### config.mk
export PLATFORM = sky130hd
export DESIGN_NAME = multdiv_unit
export DESIGN_NICKNAME = d
export VERILOG_FILES = /design/src/rtl/multdiv_unit.sv
export SDC_FILE = /design/constraint.sdc
export NUM_CORES = 1
export LEC_CHECK = 0
export CAP_MARGIN = 10
export CORE_MARGIN = 2
export CORE_UTILIZATION = 60
export CTS_CLUSTER_DIAMETER = 100
export DETAILED_ROUTE_END_ITERATION = 8
export PLACE_DENSITY = 0.82
export REMOVE_ABC_BUFFERS = 1
export SYNTH_ARGS = -nofsm -noshare
export SYNTH_HDL_FRONTEND = slang
export SYNTH_SLANG_ARGS = --single-unit
export TNS_END_PERCENT = 20
### constraint.sdc
create_clock -name clock -period 6.85 [get_ports clock]
set_input_delay 1.37 -clock clock [delete_from_list [all_inputs] [get_ports clock]]
set_output_delay 1.37 -clock clock [all_outputs]
set_load 0.05 [all_outputs]
### src/rtl/multdiv_unit.sv
// Sequential signed 32-bit multiply/divide unit for the execute stage.
// One 33-bit add/sub datapath is shared by a shift-add multiplier and a
// restoring divider. Both work on operand magnitudes; the sign is applied
// when the result is registered. Fixed latency of 33 cycles from start to RDY.
module multdiv_unit #(
    parameter int WIDTH = 32
) (
    input  logic             clock,
    input  logic             reset_n,
    input  logic [WIDTH-1:0] data_operandA,
    input  logic [WIDTH-1:0] data_operandB,
    input  logic             ctrl_MULT,
    input  logic             ctrl_DIV,
    output logic [WIDTH-1:0] data_result,
    output logic             data_exception,
    output logic             data_resultRDY,
    output logic             data_busy
);

    typedef enum logic [1:0] {
        IDLE,
        MUL,
        DIV,
        DONE
    } state_t;

    localparam logic [WIDTH-1:0] MIN_NEG = {1'b1, {(WIDTH-1){1'b0}}};

    state_t             state, state_next;
    logic [5:0]         iter;
    logic [WIDTH-1:0]   hi;          // accumulator (MUL) / partial remainder (DIV)
    logic [WIDTH-1:0]   lo;          // multiplier (MUL) / dividend-quotient (DIV)
    logic [WIDTH:0]     mag_op;      // |A| for MUL, |B| for DIV
    logic               neg;         // result sign, A31 ^ B31
    logic               op_div;
    logic               div_zero;
    logic               div_ovf;

    logic               start;
    logic [WIDTH:0]     mag_a, mag_b;
    logic               alu_sub;
    logic [WIDTH:0]     alu_a, alu_b, alu_out;
    logic [2*WIDTH-1:0] prod_mag, prod;
    logic [WIDTH-1:0]   quot;
    logic [WIDTH-1:0]   done_result;
    logic               done_exc;

    // Exactly one start line high; both high together is ignored.
    assign start = ctrl_MULT ^ ctrl_DIV;

    // Magnitudes held in 33 bits so that |-2^31| = 2^31 is representable.
    assign mag_a = data_operandA[WIDTH-1]
                 ? {(WIDTH+1){1'b0}} - {data_operandA[WIDTH-1], data_operandA}
                 : {1'b0, data_operandA};
    assign mag_b = data_operandB[WIDTH-1]
                 ? {(WIDTH+1){1'b0}} - {data_operandB[WIDTH-1], data_operandB}
                 : {1'b0, data_operandB};

    // Busy covers the iterations and the DONE cycle; it decodes registered state only.
    assign data_busy = (state != IDLE);

    // State register; reset wins over any start request.
    // NOTE: sequential state is updated with <= so every flop samples the pre-edge values.
    always_ff @(posedge clock) begin
        if (!reset_n) state <= IDLE;
        else          state <= state_next;
    end

    // Next-state logic: a start always (re)launches, otherwise count through to DONE.
    // NOTE: state_next is defaulted first so no path through this block infers a latch.
    always_comb begin
        state_next = state;
        if (start) begin
            state_next = ctrl_MULT ? MUL : DIV;
        end else begin
            case (state)
                MUL, DIV: if (iter == 6'd31) state_next = DONE;
                DONE:     state_next = IDLE;
                default:  state_next = state;
            endcase
        end
    end

    // Shared adder: add the multiplicand in MUL, subtract the divisor in DIV.
    always_comb begin
        alu_sub = (state == DIV);
        alu_a   = alu_sub ? {hi, lo[WIDTH-1]} : {1'b0, hi};
        alu_b   = alu_sub ? mag_op : (lo[0] ? mag_op : {(WIDTH+1){1'b0}});
        alu_out = alu_a + (alu_b ^ {(WIDTH+1){alu_sub}}) + {{WIDTH{1'b0}}, alu_sub};
    end

    // Operand latch on start, then one shift-add or restoring-divide step per cycle.
    // NOTE: only the iteration counter is reset; datapath registers are always loaded on start before use.
    always_ff @(posedge clock) begin
        if (!reset_n) begin
            iter <= '0;
        end else if (start) begin
            iter     <= '0;
            hi       <= '0;
            lo       <= ctrl_MULT ? mag_b[WIDTH-1:0] : mag_a[WIDTH-1:0];
            mag_op   <= ctrl_MULT ? mag_a : mag_b;
            neg      <= data_operandA[WIDTH-1] ^ data_operandB[WIDTH-1];
            op_div   <= ctrl_DIV;
            div_zero <= (data_operandB == '0);
            div_ovf  <= (data_operandA == MIN_NEG) && (data_operandB == '1);
        end else if (state == MUL) begin
            iter <= iter + 6'd1;
            hi   <= alu_out[WIDTH:1];
            lo   <= {alu_out[0], lo[WIDTH-1:1]};
        end else if (state == DIV) begin
            iter <= iter + 6'd1;
            // A borrow means the trial subtraction failed: restore the shifted remainder.
            hi   <= alu_out[WIDTH] ? alu_a[WIDTH-1:0] : alu_out[WIDTH-1:0];
            lo   <= {lo[WIDTH-2:0], ~alu_out[WIDTH]};
        end
    end

    // Final sign application and exception rules, consumed in the DONE cycle.
    always_comb begin
        prod_mag    = {hi, lo};
        prod        = neg ? {(2*WIDTH){1'b0}} - prod_mag : prod_mag;
        quot        = neg ? {WIDTH{1'b0}} - lo : lo;
        done_result = prod[WIDTH-1:0];
        done_exc    = !((&prod[2*WIDTH-1:WIDTH-1]) || !(|prod[2*WIDTH-1:WIDTH-1]));
        if (op_div) begin
            if (div_zero) begin
                done_result = '0;
                done_exc    = 1'b1;
            end else if (div_ovf) begin
                done_result = MIN_NEG;
                done_exc    = 1'b1;
            end else begin
                done_result = quot;
                done_exc    = 1'b0;
            end
        end
    end

    // Output registers: capture in DONE unless a new start aborts it; RDY is a single-cycle pulse.
    always_ff @(posedge clock) begin
        if (!reset_n) begin
            data_result    <= '0;
            data_exception <= 1'b0;
            data_resultRDY <= 1'b0;
        end else begin
            data_resultRDY <= 1'b0;
            if (state == DONE && !start) begin
                data_result    <= done_result;
                data_exception <= done_exc;
                data_resultRDY <= 1'b1;
            end
        end
    end

endmodule

==> qor.txt <==
Status -> finished, final reports clean
RSZ-0062 raised after global routing -> false
Number of routed nets with antenna violations -> 0
CTS resizes -> 0
CTS H-tree lvls -> 4
Buffers and inverters on the worst path -> 4
Critical path type -> flip-flop to flip-flop
I/O Pins -> 103
R2r worst-path depth -> 17
Top_reg_cell synth -> edfxtp_1
Final GP Congestion -> 0.964
PD cells -> 284 nW/µm²
Initial Util -> 0.611
DR pass1 iterations -> 6
Async set-reset flop share out of synthesis -> 0
Hold Path End -> iter[5]
CTS tree -> built
Clock skew -> 0.0120 ns
Worst-path cell with the longest stage delay -> buf_4
DRT iter0 DRCs -> 1419
Clock Latency Late Sink -> 0.43 ns
IO buf count -> 102
Critical Path AT -> 5.54 ns
Cells after synthesis -> 1538
Count of final setup violators -> 0
RR Endpoint -> hi[17]
Clock sink total -> 143
Clock root buffer master -> clkbuf_16
Worst EP required -> 7.04 ns
Layout cells sized above 1 -> 0.0856
R2r startpoint -> state[0]
Fin. Hold Viols -> 0
Main area contributors after synthesis -> edfxtp_1, dfxtp_1, xnor2_1, mux2_2, a21oi_1
Vias per cell -> 6.73
Hold-critical path depth -> 2
Cell family with most CP delay -> compound AO/OA/AOI/OAI gates
Core Area -> 21100 µm²
VDD IR max -> 0.189 mV
Max Slew Vio Count -> 0
Cell Area, Synth -> 12900 µm²
Slew HR -> 0.143
Final worst path period share -> 0.781
Critical Path Start Type -> flip-flop
# hold bufs at CTS -> 0
Flops & latches, synth -> 143
Yosys warning count -> 0
Clock buffer depth -> 2
Min-Delay Startpoint -> iter[5]
Die Y -> 151 µm
Via count -> 12500
Detailed Route WL -> 39700 µm
Worst Hold Class -> flip-flop to flip-flop
Leakage power -> 5.19 nW
Total of max-cap violations -> 0
Setup TNS -> 0 ns
R2R setup slack -> 1.50 ns
HPWL after DPL -> 28400 µm
Setup bufs post-CTS -> 0
Final #Nets -> 1686
Vias in the first global route -> 11700
Clock-pin slew on the worst setup and hold paths -> 0.07 ns
Filler cell count -> 1691
Worst-path maximum fanout -> 50
First-pass GRT wire length -> 61600 µm
Post-synth EDFFs -> 101
Mapped Avg Cell Area -> 8.38 µm²
Yosys cell types -> 68
CP most frequent cell -> buf_4
Synth area leader -> edfxtp_1
CP Cell Sequence -> inv_1 > ha_1 > buf_4 > nor2b_1 > buf_4 > mux2_2 > ha_1 > a21o_1 > or3_1 > o211ai_1 > nand4b_1 > a311oi_1 > o21ai_0 > xor2_1 > buf_4 > mux2_2 > o21a_1
Post-synth top area share -> 0.235
Initial antenna violation count -> 1
Routed WL per cell -> 21.3 µm
TritonCTS Buffers -> 17
Fmax -> 187 MHz
Count leader, synth -> nand2_1
Register area share after synthesis -> 0.300
DRC viols -> 0
Overall Global Routing Usage -> 0.348
Row count -> 53
Largest net degree at the start of global routing -> 82
CP Capture Type -> flip-flop
Area Overhead vs Synth -> 13.4%
Grt ovf -> 0
Crit-path max cell delay -> 0.47 ns
Die Wd -> 151 µm
Synth top cells by count -> nand2_1, a21oi_1, nor2_1
Worst Tran Pin Value -> 1.28 ns
Pwr Total -> 4.15 mW
Die area -> 22700 µm²
Min Tclk post-route -> 5.35 ns
## metal layers
metal / vias to the layer above / wire, µm / GRT usage
met4: 0 / 1580 / 0.159
met1: 5878 / 15700 / 0.463
li1: 5771 / - / -
met2: 767 / 18500 / 0.555
met5: - / 0 / 0
met3: 130 / 3880 / 0.0603
## logic make-up (layout without fill, tap and decap cells)
kind of cell,Yosys count,in the layout,share of synthesized area
buf+inv,135,186,0.0400
mux,120,120,0.0992
simple gates,512,512,0.200
other cells,1,2,0.000291
xor+xnor,149,149,0.101
flops,143,143,0.300
compound gates,435,435,0.216
fa+ha+maj,43,43,0.0421
## how the worst max path moves through the flow
stage / from / endpoint / slack (ns) / cells past startpoint
finish: state[0] / hi[17] / 1.50 / 17
global route: state[0] / hi[17] / 1.30 / 17
detailed placement: state[0] / hi[17] / 1.71 / 17
floorplan: state[0] / hi[13] / 0.74 / 14
CTS: state[0] / hi[17] / 1.62 / 17
global placement: data_operandB[0] / lo[24] / 1.83 / 12
## sequential cells by signal (all words and copies together), names as in the netlist, 2 cells and up
register     flops
mag_op          33
hi              32
data_result     32
state            2
iter             6
lo              32
## layout by cell type, fill, tap and decap left out, drive strengths merged, types with 30 or more instances in the layout
cell type	Yosys	final
o21ai	106	106
clkdlybuf4s50	0	100
o31ai	33	33
nor3	32	32
edfxtp	101	101
a22oi	30	30
nor2b	38	38
xnor2	94	94
mux2i	58	58
nor2	111	111
a21oi	123	123
inv	31	35
nand2	147	147
mux2	62	62
ha	41	41
dfxtp	42	42
xor2	55	55
## stage by stage
| step | utilization | area (µm²) | worst slack (ns) | cells | hold slack, ns |
|---|---|---|---|---|---|
| after floorplan | - | 12500 | 0.737 | 1436 | 0.453 |
| after global placement | 0.665 | 14000 | 1.83 | 1832 | 0.466 |
| after detailed placement | 0.665 | 14000 | 1.71 | 1832 | 0.479 |
| after CTS | 0.693 | 14600 | 1.62 | 1864 | 0.497 |
| after global routing | 0.693 | 14600 | 1.30 | 1864 | 0.531 |
| final | 0.694 | 14600 | 1.50 | 1865 | 0.495 |
## area by class of cell
cell class | count | area [µm²] | share of cell area
multi-input cells | 1260 | 8530 | 0.583
flip-flops and latches | 143 | 3870 | 0.265
repair buffers | 121 | 1160 | 0.0792
clock buffers | 25 | 528 | 0.0361
well taps | 275 | 344 | 0.0235
inverters | 33 | 124 | 0.00847
clock inverters | 7 | 68.8 | 0.00470
diodes | 1 | 2.50 | 0.000171
## report_power, final
group | internal, mW | switching [mW]
Clock | 0.574 | 0.384
Sequential | 1.09 | 0.161
Combinational | 0.795 | 1.15
## tightest hold or removal path, delay by kind of cell (launching register included)
| kind | cells | cell delay, ns |
|---|---|---|
| compound gates | 2 | 0.13 |
| flops | 1 | 0.32 |
Note: power is estimated with default switching activity, not from simulation.
==> variant (same settings) <==
Encoding of `state_t`: now one-hot (4 bits for 4 states).
--- a/src/rtl/multdiv_unit.sv
+++ b/src/rtl/multdiv_unit.sv
@@ -17,11 +17,11 @@
     output logic             data_busy
 );
 
-    typedef enum logic [1:0] {
-        IDLE,
-        MUL,
-        DIV,
-        DONE
+    typedef enum logic [3:0] {
+        IDLE = 4'b0001,
+        MUL  = 4'b0010,
+        DIV  = 4'b0100,
+        DONE = 4'b1000
     } state_t;
 
     localparam logic [WIDTH-1:0] MIN_NEG = {1'b1, {(WIDTH-1){1'b0}}};
Formal check against the unedited RTL: same outputs for any inputs over 10 cycles, from zero or initial values and one cycle with reset_n low; not proved beyond that.
==> variant against the unedited design <==
  * Cell area decreased by 3.8%
  * Synthesized cell count increased by 0.33%
  * Sequential power decreased by 8%
  * Hold slack got worse by 0.015 ns
  * Setup slack got worse by 0.35 ns
  * Area after synthesis decreased by 3.5%
  * Power decreased by 24%
  * Sequential cell count increased by 2
  * Via count decreased by 3.6%
  * Wire length decreased by 8.4%
==> variant: results (changes against the unedited design) <==
final_layout:
  fill_cells: 1622  # -4.1%
  nets: 1683  # -0.18%
  layout-drive-gt1-share_pct: 5.73  # -2.8 points
  antenna_cells: 0  # -1
  largest_reg_flops: 33  # unchanged
route:
  antenna_left: 0  # unchanged
  wirelength_mm: 36.3  # -8.4%
  drc: 0  # unchanged
  avgViaCountPerCell: 6.51  # -3.3%
  avgRoutedWirePerCell_um: 19.5  # -8.1%
  initialDrtViolationCount: 1584  # +12%
  dr.pass1.iters: 6  # unchanged
synthesis:
  ys_seq_area_share_pct: 31.4  # +1.4 points
  netlist-cell-type-count: 76  # +12%
  synth_area_leaders: "edfxtp_1 24%, nand2_1 8.8%, dfxtp_1 7.1%"
  synth_edf_count: 101  # unchanged
  syn_inst: 1543  # +0.33%
  ys.flop_type: "edfxtp_1"
  yosys-top-cells-count: "292 x nand2_1, 111 x nor2_1, 101 x edfxtp_1, 101 x o21ai_0, 89 x xor2_1"
  yosysWarnings: 0  # unchanged
setup_path:
  arrival_ns: 5.88  # +0.34 ns
  cpPeakStageDelay_ns: 1.02  # +0.55 ns
  worstRegToRegCells: 17  # unchanged
  regToRegEndpoint: "hi[2]"
  worst_setup_path_end_kind: "flop"
  cp_max_fo: 38  # -24%
  crit_start: "state[0]"
  slowest_stage: "or3_1"
  reg2reg_slack_ns: 1.15  # -0.35 ns
grt:
  grt_antenna_before_repair: 0  # -1
  track_usage_pct: 33.1  # -1.7 points
  grt_pass1_wl_mm: 57.9  # -6.0%
  grt_max_degree: 69  # -16%
  first_global_vias: 11000  # -6.0%
clock_tree:
  cts_inserted_buffers: 17  # unchanged
  clock_path_buffers: 2  # unchanged
  cts_resized: 0  # unchanged
  cts_root_buf: "clkbuf_16"
  clkLatencyLatePin_ns: 0.43  # about the same
sta:
  timing.fmax_mhz: 175  # -6.2%
  finalClockSkew_ns: 0.0116  # -0.000390 ns
  worstMarginPinSlew_ns: 1.26  # -0.0198 ns
status:
  status: "completed"
placed_design:
  gp_congestion: 0.967  # +0.29%
  post-dp-hpwl_mm: 26.6  # -6.4%
  place_inst: 1827  # -0.27%
  port_buffers: 102  # unchanged
hold_path:
  hold_path_class: "flop to flop"
  holdCritStartpoint: "iter[1]"
power:
  leakage_nw: 5.30  # +2.3%
  ir_drop_mv: 0.172  # -9.0%
[variant: cells by family (layout without fill, tap and decap cells)]
family	count (synthesis)	count (layout)	share of synthesized area, %
simple gates	619	619	23.4
buf+inv	130	176	4.50
other cells	1	1	0.0301
compound gates	394	394	20.9
mux	61	61	4.93
flops	145	145	31.4
xor+xnor	154	154	10.8
fa+ha+maj	39	39	3.98
[variant: how the worst min path moves through the flow]
stage,endpoint,slack [ns],cells past startpoint
global placement,iter[1],0.46,2
CTS,iter[1],0.48,2
detailed placement,iter[1],0.47,2
finish,iter[1],0.48,2
floorplan,iter[1],0.45,2
global route,iter[1],0.51,2
[variant: cell type report]
type,instances,area [µm²],area share [%]
multi-input cells,1268,8020,57.0
well taps,270,338,2.40
clock buffers,19,433,3.08
flip-flops and latches,145,3910,27.8
inverters,25,93.8,0.667
clock inverters,13,123,0.872
repair buffers,119,1140,8.13
[variant: power breakdown]
group	internal, mW	total, mW	switching (mW)
clock	0.506	0.910	0.404
sequential	1.05	1.15	0.105
combinational	0.440	1.10	0.656
[variant: critical path: cells and delay by family, from the launching register on]
family / cells / cell delay [ns]
simple gates: 6 / 2.42
compound gates: 7 / 1.56
buf+inv: 3 / 0.52
flops: 1 / 0.49
fa+ha+maj: 1 / 0.43
[variant: through the flow]
step	setup WS, ns	cell area (µm²)
global route	0.602	14100
finish	1.15	14100
detailed placement	1.28	13500
floorplan	-3.17	12000
CTS	1.24	14100
global placement	1.44	13500
[variant: routing by layer]
layer / wire length (µm) / GRT usage [%] / part of all wire (%)
met3: 3610 / 5.09 / 9.9
met2: 16900 / 53.5 / 47
met4: 1070 / 11.8 / 2.9
met5: 0 / 0 / 0
met1: 14700 / 45.3 / 41
